<file path="src/rtl/uart_sync_fifo.sv">
// Synchronous FIFO for the UART TX/RX data paths with occupancy status and sticky error flags.
// Define UART_FIFO_REG_RD_EN for registered read data; the default build is show-ahead.
module uart_sync_fifo #(
  parameter int ADDR_WIDTH = 3,
  parameter int DATA_WIDTH = 8,
  parameter int AF_LEVEL   = 2**ADDR_WIDTH - 1,
  parameter int AE_LEVEL   = 1
) (
  input  logic                  clk,
  input  logic                  reset,
  input  logic                  wr,
  input  logic [DATA_WIDTH-1:0] w_data,
  input  logic                  rd,
  input  logic                  flush,
  output logic [DATA_WIDTH-1:0] r_data,
  output logic                  full,
  output logic                  empty,
  output logic                  almost_full,
  output logic                  almost_empty,
  output logic [ADDR_WIDTH:0]   count,
  output logic                  overflow,
  output logic                  underflow
);

  localparam int DEPTH = 2**ADDR_WIDTH;
  localparam logic [ADDR_WIDTH:0] DEPTH_CNT = (ADDR_WIDTH+1)'(DEPTH);
  localparam logic [ADDR_WIDTH:0] AF_CNT    = (ADDR_WIDTH+1)'(AF_LEVEL);
  localparam logic [ADDR_WIDTH:0] AE_CNT    = (ADDR_WIDTH+1)'(AE_LEVEL);

  logic [DATA_WIDTH-1:0] mem [DEPTH];
  logic [ADDR_WIDTH-1:0] w_ptr_p0;
  logic [ADDR_WIDTH-1:0] r_ptr_p0;
  logic [ADDR_WIDTH:0]   cnt_p0;
  logic                  ovf_p0;
  logic                  udf_p0;
  logic                  clr;
  logic                  rd_ok;
  logic                  wr_ok;

  // Occupancy update; a simultaneous push and pop leave the count unchanged.
  function automatic logic [ADDR_WIDTH:0] next_count(
    input logic [ADDR_WIDTH:0] cur,
    input logic                inc,
    input logic                dec
  );
    logic [ADDR_WIDTH:0] res;
    res = cur;
    if (inc && !dec)
      res = cur + 1'b1;
    else if (dec && !inc)
      res = cur - 1'b1;
    return res;
  endfunction

  // Flush and reset suppress acceptance so nothing moves in a clearing cycle.
  always_comb begin
    clr   = reset || flush;
    rd_ok = rd && !clr && !empty;
    wr_ok = wr && !clr && (!full || rd_ok);
  end

  always_comb begin
    full         = (cnt_p0 == DEPTH_CNT);
    empty        = (cnt_p0 == '0);
    almost_full  = (cnt_p0 >= AF_CNT);
    almost_empty = (cnt_p0 <= AE_CNT);
    count        = cnt_p0;
    overflow     = ovf_p0;
    underflow    = udf_p0;
  end

  // Stage p0: pointers, occupancy and sticky flags
  always_ff @(posedge clk) begin
    if (clr) begin
      w_ptr_p0 <= '0;
      r_ptr_p0 <= '0;
      cnt_p0   <= '0;
      ovf_p0   <= 1'b0;
      udf_p0   <= 1'b0;
    end else begin
      if (wr_ok)
        w_ptr_p0 <= w_ptr_p0 + 1'b1;
      if (rd_ok)
        r_ptr_p0 <= r_ptr_p0 + 1'b1;
      cnt_p0 <= next_count(cnt_p0, wr_ok, rd_ok);
      if (wr && !wr_ok)
        ovf_p0 <= 1'b1;
      if (rd && !rd_ok)
        udf_p0 <= 1'b1;
    end
  end

  always_ff @(posedge clk) begin
    if (wr_ok)
      mem[w_ptr_p0] <= w_data;
  end

`ifdef UART_FIFO_REG_RD_EN
  logic [DATA_WIDTH-1:0] r_data_p1;

  // Stage p1: popped word captured on the accepting edge
  always_ff @(posedge clk) begin
    if (clr)
      r_data_p1 <= '0;
    else if (rd_ok)
      r_data_p1 <= mem[r_ptr_p0];
  end

  assign r_data = r_data_p1;
`else
  assign r_data = mem[r_ptr_p0];
`endif

endmodule

</file>
<file path="config.mk">
export PLATFORM = sky130hd
export DESIGN_NAME = uart_sync_fifo
export DESIGN_NICKNAME = d
export VERILOG_FILES = /design/src/rtl/uart_sync_fifo.sv
export SDC_FILE = /design/constraint.sdc
export NUM_CORES = 1
export LEC_CHECK = 0
export BUFFER_PORTS_ARGS = -buffer_cell sky130_fd_sc_hd__buf_4
export CORE_MARGIN = 5
export CORE_UTILIZATION = 45
export DETAILED_ROUTE_END_ITERATION = 8
export GPL_TIMING_DRIVEN = 1
export PLACE_DENSITY = 0.6
export SYNTH_ARGS = -nofsm -noshare
export SYNTH_HDL_FRONTEND = slang
export SYNTH_SLANG_ARGS = --single-unit
</file>
<file path="constraint.sdc">
create_clock -name clk -period 7.6 [get_ports clk]
set_input_delay 0 -clock clk [delete_from_list [all_inputs] [get_ports clk]]
set_output_delay 0 -clock clk [all_outputs]
set_load 0.01 [all_outputs]
</file>
==> flow_metrics.env <==
export IMPL_status="finished clean"
export IMPL_start_util=0.468
export IMPL_grt_max_degree=17
export IMPL_p_leak_nw=1.28
export IMPL_numCtsBuffers=9
export IMPL_syn2layout_area_growth_pct=18.7
export IMPL_synth_distinct_cells=35
export IMPL_finalCritPeriodShare=0.352
export IMPL_fin_crit_ns=2.67
export IMPL_holdPathStages=3
export IMPL_grt_overflow=0
export IMPL_antenna_found_initial=0
export IMPL_worst_setup_path_end_kind="flip-flop"
export IMPL_ir_worst_vdd_uv=108
export IMPL_setup_viol=0
export IMPL_post_cts_buffers=0
export IMPL_grt_busiest_layer="met2"
export IMPL_coreArea_um2=6870
export IMPL_hold_slack_ns=0.299
export IMPL_synth_ff_type="edfxtp_1"
export IMPL_drive_above_1_share=0.329
export IMPL_synth_edf_count=64
export IMPL_hold_end="count[2]"
export IMPL_syn_avg_cell_area_um2=17.3
export IMPL_n_antenna_cell=0
export IMPL_syn_area_um2=3210
export IMPL_finalNetCount=249
export IMPL_portBuffers=30
export IMPL_grt_first_pass_wirelength_um=9540
export IMPL_r2r_setup_slack_ns=4.93
export IMPL_r2r_start="count[0]"
export IMPL_tightest_slew_ns=1.10
export IMPL_slew_viol_final=0
export IMPL_critPathKind="flip-flop to flip-flop"
export IMPL_seq_area_frac_synth=0.692
export IMPL_min_delay_start="flush"
export IMPL_yosysWarnings=0
export IMPL_drc_errors=0
export IMPL_die_y_um=94.5
export IMPL_clock_sinks=79
export IMPL_use_met1=0.195
export IMPL_drt_iter0_markers=81
export IMPL_grt_usage=0.148
export IMPL_row_count=30
export IMPL_crit_arrival_ns=2.94
export IMPL_hp_class="primary input to flip-flop"
export IMPL_yosys_register_bits=79
export IMPL_fill_cells=541
export IMPL_first_pass_iters=4
export IMPL_die_w_um=94.5
export IMPL_path_clk_slew_ns=0.08
export IMPL_clock_latency_ns=0.33
export IMPL_vias=1757
export IMPL_die_area_um2=8930
export IMPL_rsz0062_at_grt="no"
export IMPL_drtAntennaViolNets=0
export IMPL_avgRoutedWirePerCell_um=18.5
export IMPL_crit_fanout=9
export IMPL_fin_tns_setup_ns=0
export IMPL_critPathLaunchType="flip-flop"
export IMPL_pin_count=31
export IMPL_fin_worst_skew_ns=0.00857
export IMPL_fmax_mhz=374
export IMPL_p_per_area_nw_per_um2=212
export IMPL_reg2reg_depth=8
export IMPL_gp_congestion=0.873
export IMPL_via_per_inst=5.32
export IMPL_grt_use_met2=0.237
export IMPL_h_tree_depth=3
export IMPL_grt_pass1_vias=1799
export IMPL_totalWireLength_um=6100
export IMPL_hpwl_um=3960
export IMPL_r2r_end="count[3]"
export IMPL_cp_required_ns=7.86
export IMPL_syn_nets=205
export IMPL_tritoncts="yes"
export IMPL_hold_viol=0
export IMPL_cts_root_buffer="clkbuf_8"
export IMPL_cts_buffer_depth=2
export IMPL_syn_inst=186
export IMPL_maxCapViolCount=0
export IMPL_synthArstFlopShare=0
export IMPL_met3_usage=0.0287
export IMPL_slew_headroom=0.268
cell usage after synthesis (all sizes together), types with 4 or more instances:
master / count / share of area
dfxtp: 15 / 0.093
mux2: 8 / 0.028
mux4: 16 / 0.11
ha: 6 / 0.023
o21ai: 7 / 0.011
buf: 5 / 0.012
nor2: 12 / 0.014
or3: 5 / 0.0097
nor3: 4 / 0.0078
inv: 5 / 0.0058
clkbuf: 4 / 0.0047
edfxtp: 64 / 0.60
a21oi: 11 / 0.017
kinds of logic after synthesis:
logic type                 share of synthesized area
buffers and inverters                         0.0226
muxes                                          0.146
DFF                                            0.692
xor gates and xnor gates                     0.00545
adders and majority gates                     0.0234
AOI/OAI and AO/OA                             0.0366
and+or+nand+nor                               0.0736
per-layer routing:
metal | vias up | share of wire
li1 | 816 | -
met1 | 902 | 0.45
met2 | 31 | 0.50
met3 | 8 | 0.031
met4 | 0 | 0.012
met5 | - | 0
metrics by stage:
stage	setup WS, ns	total power [mW]	utilization	cell area, um^2	cells
finish	4.93	0.808	0.555	3810	330
CTS	4.94	0.818	0.555	3810	330
global route	4.75	0.843	0.555	3810	330
detailed placement	4.96	0.523	0.511	3510	303
floorplan	5.10	0.504	-	3210	186
global placement	5.08	0.521	0.511	3510	303
worst max-delay path by stage:
stage	startpoint	to	slack, ns
after global placement	count[0]	count[3]	5.08
final	count[0]	count[3]	4.93
after detailed placement	count[0]	count[3]	4.96
after floorplan	count[0]	count[3]	5.10
after CTS	count[0]	count[3]	4.94
after global routing	count[0]	count[3]	4.75
cells in the final DEF (no fill, tap or decap), types with 3 or more instances in the layout:
master         Yosys  layout
nor2_1            12      12
buf_4              1      30
mux2_2             8       8
clkbuf_8           0       9
dlygate4sd3_1      0      12
edfxtp_1          64      64
dfxtp_1           15      15
ha_1               6       6
a21oi_1           11      11
clkinv_2           0       3
mux4_2            16      16
o21ai_0            7       7
nand2_1            3       3
inv_1              5       5
or3_1              5       5
registers in the layout, indices dropped and copies added (netlist names), named ones only:
register / cells
overflow: 1
mem: 64
w_ptr_p0: 3
underflow: 1
count: 4
r_ptr_p0: 3
power breakdown:
group          internal, mW  switching (mW)
clock network         0.149           0.141
logic                0.0236          0.0203
registers             0.470         0.00403
critical path, cell delays in order (launching register included):
cell and delay [ns]:
dfxtp_1 0.48, inv_1 0.08, ha_1 0.27, nor3b_2 0.23, or3_1 0.34, ha_1 0.27
or4_4 0.43, a2111o_1 0.43, o21ai_0 0.07
area by class of cell:
type | count | area [um^2] | share of cell area
sequential | 79 | 2220 | 0.583
multi-input combinational | 93 | 922 | 0.242
inverter | 5 | 18.8 | 0.00492
clock inverter | 6 | 61.3 | 0.0161
tap | 96 | 120 | 0.0315
timing repair buffer | 42 | 345 | 0.0906
clock buffer | 9 | 124 | 0.0325
repair_timing:
action,4_1_cts,5_1_grt
hold endpoints to repair,70,0
resized for setup,0,0
hold buffers,12,0
endpoints found under the setup margin,0,0
Note: power is estimated with default switching activity, not from simulation.
